`config.mk`:
```
export PLATFORM = sky130hd
export DESIGN_NAME = sum_pack
export DESIGN_NICKNAME = d
export VERILOG_FILES = /design/src/rtl/sum_pack_pkg.sv /design/src/rtl/sum_pack.sv
export SDC_FILE = /design/constraint.sdc
export NUM_CORES = 1
export LEC_CHECK = 0
export ABC_AREA = 0
export BUFFER_PORTS_ARGS = -buffer_cell sky130_fd_sc_hd__clkbuf_2
export CAP_MARGIN = 0
export CORE_ASPECT_RATIO = 1.25
export CORE_UTILIZATION = 35
export CTS_CLUSTER_DIAMETER = 150
export DETAILED_ROUTE_END_ITERATION = 10
export PLACE_DENSITY = 0.56
export SYNTH_ARGS = -nofsm -noshare
export SYNTH_HDL_FRONTEND = slang
export SYNTH_SLANG_ARGS = --single-unit --ignore-timing --ignore-initial --compat-mode --unroll-limit 50000
```
`constraint.sdc`:
```
create_clock -name clk -period 2.45 [get_ports clk]
set_input_delay 0.1225 -clock clk [delete_from_list [all_inputs] [get_ports clk]]
set_output_delay 0.1225 -clock clk [all_outputs]
set_load 0.02 [all_outputs]
```
`src/rtl/sum_pack_pkg.sv`:
```
// Shared helpers for the sum_pack element packer: count-field sizing and
// the zero-fill slot mask used to clear unused slots of a short vector.
package sum_pack_pkg;

  // Upper bound on N*DW that slot_mask can describe.
  localparam int unsigned MASK_MAX = 4096;

  function automatic int unsigned clog2p1(input int unsigned n);
    return $clog2(n + 1);
  endfunction

  // Ones over the low count*dw bits, zero above; callers cast to N*DW.
  function automatic logic [MASK_MAX-1:0] slot_mask(input int unsigned count,
                                                    input int unsigned dw);
    logic [MASK_MAX-1:0] m;
    m = '0;
    for (int unsigned i = 0; i < MASK_MAX; i++) begin
      m[i] = (i < count * dw);
    end
    return m;
  endfunction

endpackage

```
`src/rtl/sum_pack.sv`:
```
// Packs a stream of DW-bit elements into N-element vectors for the sum
// reducer; in_last flushes a short vector with unused slots zeroed.
module sum_pack
  import sum_pack_pkg::*;
#(
  parameter  int unsigned N  = 8,
  parameter  int unsigned DW = 16,
  localparam int unsigned CW = clog2p1(N)
) (
  input  logic              clk,
  input  logic              rst,
  input  logic              in_valid,
  output logic              in_ready,
  input  logic [DW-1:0]     in_data,
  input  logic              in_last,
  output logic              out_valid,
  input  logic              out_ready,
  output logic [N*DW-1:0]   out_data,
  output logic [CW-1:0]     out_count
);

  localparam int unsigned W   = N * DW;
  localparam int unsigned WIW = (N > 1) ? $clog2(N) : 1;
  localparam logic [WIW-1:0] LAST_IDX = WIW'(N - 1);

  logic [W-1:0]   fill;
  logic [WIW-1:0] wr_idx;
  logic [W-1:0]   merged;
  logic [W-1:0]   packed_next;
  logic           accept;
  logic           complete;

  // Single output slot: it frees in the same cycle the consumer takes it.
  assign in_ready = !out_valid || out_ready;
  assign accept   = in_valid && in_ready;
  assign complete = (wr_idx == LAST_IDX) || in_last;

  always_comb begin
    merged = fill;
    merged[wr_idx * DW +: DW] = in_data;
  end

  assign packed_next = merged & W'(slot_mask(32'(wr_idx) + 32'd1, DW));

  always_ff @(posedge clk) begin
    if (rst) begin
      fill      <= '0;
      wr_idx    <= '0;
      out_data  <= '0;
      out_count <= '0;
      out_valid <= 1'b0;
    end else begin
      if (out_valid && out_ready) begin
        out_valid <= 1'b0;
      end
      // A completion in the same cycle as a consume overrides the clear above.
      if (accept) begin
        if (complete) begin
          out_data  <= packed_next;
          out_count <= CW'(wr_idx) + CW'(1);
          out_valid <= 1'b1;
          fill      <= '0;
          wr_idx    <= '0;
        end else begin
          fill   <= merged;
          wr_idx <= wr_idx + WIW'(1);
        end
      end
    end
  end

endmodule

```
==> impl_metrics.json, run 1 <==
{
  "critPathMaxFanout": 17,
  "critical_path_class": "flip-flop to flip-flop",
  "synth_top_area_share_pct": 54.7,
  "async_flop_share_pct": 0,
  "ir_drop_mv": 0.501,
  "wl_mm": 27.6,
  "skew_ns": 0.0165,
  "post-dp-hpwl_mm": 18.7,
  "antenna_found_initial": 0,
  "status": "complete, no violations",
  "clock-sinks": 264,
  "syn_nets": 860,
  "routed-wl-met2_mm": 13.2,
  "ys_ff_latch": 264,
  "fillers": 2621,
  "p_leak_nw": 4.87,
  "clockBufferDepth": 3,
  "cpPeakStageDelay_ns": 0.47,
  "setup_viol": 0,
  "port_buffers": 154,
  "ys.flop_type": "dfxtp_1",
  "first_pass_iters": 5,
  "grt_max_degree": 79,
  "layout.cells.non_filler": 1349,
  "tritoncts": "yes",
  "grt-ovfl-total": 0,
  "antenna_left": 0,
  "fp.dieH_um": 188,
  "num-nets-final": 1016,
  "fmax_mhz": 428,
  "num_antenna_cells": 0,
  "grt_pass1_wl_mm": 42.8,
  "syn-instance-count": 831,
  "crit_required_ns": 2.92,
  "rsz0062_at_grt": "false",
  "drt-met1-wl_mm": 12.3,
  "cp_slowest_cell": "or4b_1",
  "final.min_clock_period_ns": 2.34,
  "final_max_slew_viol_count": 0,
  "drive_gt1_share_pct": 26.0,
  "h-tree-depth": 1,
  "crit_buf_inv": 2,
  "tns_ns": 0,
  "final_common_cell": "dfxtp_1",
  "max_slew_margin_pct": 66.6,
  "arrival_ns": 2.81,
  "start_util_pct": 35.8,
  "io_pins": 155,
  "cp-end-kind": "flip-flop",
  "min_period_over_period_pct": 95.3,
  "path_cells": "inv_1, ha_1, ha_4, or4b_1, or2_1, buf_12, nor2_8, a22o_1",
  "layout_common_cells": "264 x dfxtp_1, 191 x a22o_1, 154 x clkbuf_2",
  "die_area_um2": 28300,
  "grt_use_total_pct": 19.4,
  "gp_congestion": 0.806,
  "synth_area_per_cell_um2": 11.6,
  "drt-initial-drc-count": 358,
  "die_x_um": 151,
  "synth_area_leaders": "dfxtp_1 55%, a22o_1 17%, o2bb2ai_1 8.7%, a22oi_1 4.9%, mux2i_1 3.6%",
  "area_growth_pct": 23.6,
  "met3_length_mm": 1.38,
  "cts.clk_slew.worst_paths_ns": 0.06,
  "numCtsBuffers": 27,
  "yosysTopAreaCell": "dfxtp_1",
  "synth-edff-count": 0,
  "startpoint_type": "flip-flop",
  "topRoutingLayerUsed": "met4",
  "routed_via_density": 5.55,
  "worst_pin_slew_ns": 0.501,
  "hold_class": "primary input to flip-flop",
  "wl_per_cell_um": 20.4,
  "dpl.cell_count": 1299,
  "insertion_delay_ns": 0.53,
  "first_global_vias": 7294,
  "vias": 7483,
  "p_per_area_nw_per_um2": 742,
  "syn_area_um2": 9660,
  "seq_area_frac_synth_pct": 54.7,
  "ys_warn_count": 0,
  "cap_viol_max_count": 0,
  "hold_violations": 0,
  "cp_top_family": "simple AND/OR/NAND/NOR gates",
  "cts_root_buffer": "clkbuf_16",
  "core_area_um2": 27000,
  "drc": 0,
  "synth_cell_types": 38,
  "fp-row-count": 67
}
[synth_stat cells, drive strengths merged, types with 4 or more instances]
cell type	number
a21o	6
nand2	12
a21oi	11
buf	41
clkbuf	43
mux2i	35
o21ai	5
dfxtp	264
a22o	191
ha	8
inv	6
nor3	5
and2	4
and3	4
nor2	11
o2bb2ai	96
a22oi	63
nand3	9
[layer usage]
metal | vias to the layer above | GRT usage, %
met2 | 195 | 32.1
li1 | 3579 | -
met5 | - | 0
met3 | 37 | 3.04
met4 | 0 | 5.94
met1 | 3672 | 25.6
[state kept, by name, summed over array words and instances, names as in the netlist]
signal	flops
wr_idx	3
out_valid	1
out_count	4
out_data	128
fill	128
[kinds of logic (layout without fill, tap and decap cells)]
group                    count (synthesis)  in the layout  synth area share [%]
AO/OA/AOI/OAI                          376            376                  32.6
adder cells (fa/ha/maj)                  8              8                  1.04
buffers and inverters                   90            263                  4.35
flip-flops                             264            264                  54.7
multiplexers                            35             35                  3.63
AND/OR/NAND/NOR                         58             58                  3.63
[worst min-delay path, cell delays in order]
cell and delay [ns]:
clkbuf_2 0.07, nand2b_1 0.27, a21oi_1 0.11
[path summary, 6_finish.rpt]
path / startpoint / endpoint / slack, ns / cells after the start
worst max-delay path: wr_idx[0] / fill[70] / 0.11 / 8
worst min-delay path: out_ready / out_valid / 0.08 / 3
worst max register to register: wr_idx[0] / fill[70] / 0.11 / 8
worst min register to register: out_count[0] / out_count[0] / 0.46 / 2
[repair_timing]
item | CTS | global route
setup endpoints to repair | 0 | 4
hold endpoints to repair | 4 | 0
buffers inserted | 0 | 0
resized for setup | 0 | 1
hold buffers | 4 | 0
[metrics by stage]
step	hold slack [ns]	power (W)	util (%)	area, µm²	setup slack (ns)
finish	0.0849	0.00886	44.2	11900	0.115
global route	0.122	0.00917	44.2	11900	0.00641
CTS	0.0626	0.00897	44.2	11900	0.136
detailed placement	0.446	0.00491	40.9	11000	0.176
global placement	0.447	0.00491	40.9	11000	0.195
floorplan	0.302	0.00472	-	9670	0.0210
[layout make-up]
cell class	count	area (µm²)	share of cell area [%]
sequential	264	5290	44.3
multi-input combinational	477	3980	33.3
timing repair buffer	211	1360	11.4
clock buffer	37	763	6.39
tap	345	432	3.62
clock inverter	9	100	0.839
inverter	6	22.5	0.189
[where the power goes]
group,internal (W),total [W],switching [W]
logic,0.000146,0.000488,0.000342
clock network,0.00237,0.00403,0.00166
registers,0.00432,0.00434,0.0000152
Note: power is estimated with default switching activity, not from simulation.
==> inputs of run 2 (changes only) <==
--- a/config.mk
+++ b/config.mk
@@ -8,11 +8,11 @@
 export ABC_AREA = 0
 export BUFFER_PORTS_ARGS = -buffer_cell sky130_fd_sc_hd__clkbuf_2
 export CAP_MARGIN = 0
-export CORE_ASPECT_RATIO = 1.25
+export CORE_ASPECT_RATIO = 0.5
 export CORE_UTILIZATION = 35
 export CTS_CLUSTER_DIAMETER = 150
 export DETAILED_ROUTE_END_ITERATION = 10
-export PLACE_DENSITY = 0.56
+export PLACE_DENSITY = 0.54
 export SYNTH_ARGS = -nofsm -noshare
 export SYNTH_HDL_FRONTEND = slang
 export SYNTH_SLANG_ARGS = --single-unit --ignore-timing --ignore-initial --compat-mode --unroll-limit 50000
==> constraint.sdc (replaced) <==
create_clock -name clk -period 2.15 [get_ports clk]
set_input_delay 0.1075 -clock clk [delete_from_list [all_inputs] [get_ports clk]]
set_output_delay 0.1075 -clock clk [all_outputs]
set_load 0.02 [all_outputs]
==> run 2 against run 1 <==
The flow now finishes with violations (setup timing). Count of clock-buffer cells in the layout rose by 1. Via count is 2.8% higher. Sequential share of layout area shrank 1.3 points. Worst hold slack got worse by 0.025 ns. Maximum frequency up 7.4%. Design area up 3.2%. Global-route usage up 0.52 points. Clock skew shrank 0.0068 ns. Critical path type unchanged. Largest cell class unchanged.
==> impl_metrics.json, run 2 (synthesis results as in run 1) <==
{
  "status": "finished with violations",
  "violations": "setup timing",
  "post-dp-hpwl_mm": 19.3,
  "h-tree-depth": 1,
  "power_frac_seq_pct": 50.5,
  "critPathMaxFanout": 18,
  "final.min_clock_period_ns": 2.17,
  "tritoncts": "yes",
  "sw_frac_of_total_pct": 23.3,
  "p_comb_share_pct": 6.9,
  "tns_ns": -0.156,
  "first_pass_iters": 5,
  "max_slew_margin_pct": 62.5,
  "total_power_w": 0.00978,
  "clock-sinks": 264,
  "port_buffers": 154,
  "start_util_pct": 36.1,
  "grt-ovfl-total": 0,
  "p_switching_w": 0.00228,
  "setup_ws_ns": -0.0234,
  "die_area_um2": 28300,
  "core_area_um2": 26700,
  "antenna_left": 0,
  "grt_pass1_wl_mm": 44.3,
  "insertion_delay_ns": 0.52,
  "cts_root_buffer": "clkbuf_16",
  "critical_path_class": "flip-flop to flip-flop",
  "setup_viol": 8,
  "fmax_mhz": 460,
  "num-nets-final": 1033,
  "routed_via_density": 5.61,
  "fp.dieH_um": 119,
  "cap_viol_max_count": 0,
  "clock_power_share_pct": 42.5,
  "wl_mm": 29.3,
  "layout_common_cells": "262 x dfxtp_1, 191 x a22o_1, 154 x clkbuf_2",
  "numCtsBuffers": 25,
  "area_growth_pct": 27.6,
  "cts.clk_slew.worst_paths_ns": 0.06,
  "drive_gt1_share_pct": 28.7,
  "p_leak_nw": 5.01,
  "drc": 0,
  "cpMostUsedCell": "ha_4",
  "p_per_area_nw_per_um2": 794,
  "final_max_slew_viol_count": 0,
  "drt-initial-drc-count": 610,
  "cp_slowest_cell": "or4b_4",
  "startpoint_type": "flip-flop",
  "crit_required_ns": 2.61,
  "reg_top3": "fill x128, out_data x128, out_count x4",
  "num_antenna_cells": 0,
  "hold_class": "primary input to flip-flop",
  "rsz0062_at_grt": "true",
  "vias": 7691,
  "path_cells": "inv_4, ha_4, ha_4, or4b_4, or2_4, buf_12, nor2_4, a22o_1",
  "wl_per_cell_um": 21.4,
  "antenna_found_initial": 0,
  "first_global_vias": 7404,
  "layout.cells.non_filler": 1370,
  "grt_max_degree": 57,
  "skew_ns": 0.00964,
  "arrival_ns": 2.64,
  "io_pins": 155,
  "ir_drop_mv": 0.554,
  "die_x_um": 237,
  "cp-end-kind": "flip-flop",
  "min_period_over_period_pct": 101,
  "cpPeakStageDelay_ns": 0.47,
  "dpl.cell_count": 1317,
  "worst_pin_slew_ns": 0.562,
  "grt_use_total_pct": 19.9,
  "rrSetupSlack_ns": -0.02,
  "hold_violations": 0,
  "clockBufferDepth": 3,
  "fp-row-count": 42,
  "gp_congestion": 0.819,
  "internal_power_w": 0.00750,
  "final_common_cell": "dfxtp_1"
}
-- run 2: what timing repair did --
| action | CTS | global route |
|---|---|---|
| resized for setup | 8 | 16 |
| endpoints found under the setup margin | 67 | 195 |
| pin swaps | 5 | 5 |
| buffers inserted | 2 | 4 |
| cloned | 1 | 4 |
| hold buffers | 1 | 0 |
| endpoints found under the hold margin | 7 | 0 |
-- run 2: power groups by stage --
stage	logic [W]	clock network, W	registers, W
6_report	0.000677	0.00416	0.00494
5_1_grt	0.000717	0.00445	0.00494
4_1_cts	0.000631	0.00426	0.00494
3_5_place_dp	0.000620	0	0.00505
3_3_place_gp	0.000616	0	0.00505
2_1_floorplan	0.000313	0	0.00507
-- run 2: worst paths after layout --
check | from | end | cells after the start
worst max-delay path | wr_idx[0] | fill[74] | 8
worst min-delay path | out_ready | out_valid | 3
worst max register to register | wr_idx[0] | fill[74] | 8
worst min register to register | out_data[47] | out_data[47] | 1
-- run 2: area by class of cell --
type / count / area (µm²)
multi-input combinational: 478 / 4070
timing repair buffer: 229 / 1730
tap: 352 / 440
sequential: 264 / 5290
fill: 2494 / 14400
clock inverter: 3 / 21.3
inverter: 6 / 25.0
clock buffer: 38 / 734
-- run 2: metal layers --
| metal | track usage (%) | vias to the layer above | wire length (µm) |
|---|---|---|---|
| li1 | - | 3631 | - |
| met1 | 29.9 | 3873 | 15000 |
| met2 | 29.8 | 158 | 12800 |
| met3 | 3.57 | 29 | 1170 |
| met4 | 3.04 | 0 | 283 |
| met5 | 0 | - | 0 |
-- run 2: critical path, delay by kind of cell, from the launching register on --
kind,cells,cell delay [ns]
AOI/OAI and AO/OA,1,0.16
buffers and inverters,2,0.20
DFF,1,0.37
adders and majority gates,2,0.41
and+or+nand+nor,3,0.95
-- run 2: per-stage QoR --
| step | worst slack (ns) | hold WS [ns] | instance area [µm²] | utilization, % |
|---|---|---|---|---|
| 3_5_place_dp | -0.250 | 0.446 | 11300 | 42.3 |
| 2_1_floorplan | -0.103 | 0.287 | 9700 | - |
| 5_1_grt | -0.0758 | 0.0619 | 12300 | 46.1 |
| 3_3_place_gp | -0.174 | 0.445 | 11300 | 42.3 |
| 6_report | -0.0234 | 0.0602 | 12300 | 46.1 |
| 4_1_cts | -0.0136 | 0.0235 | 12200 | 45.4 |
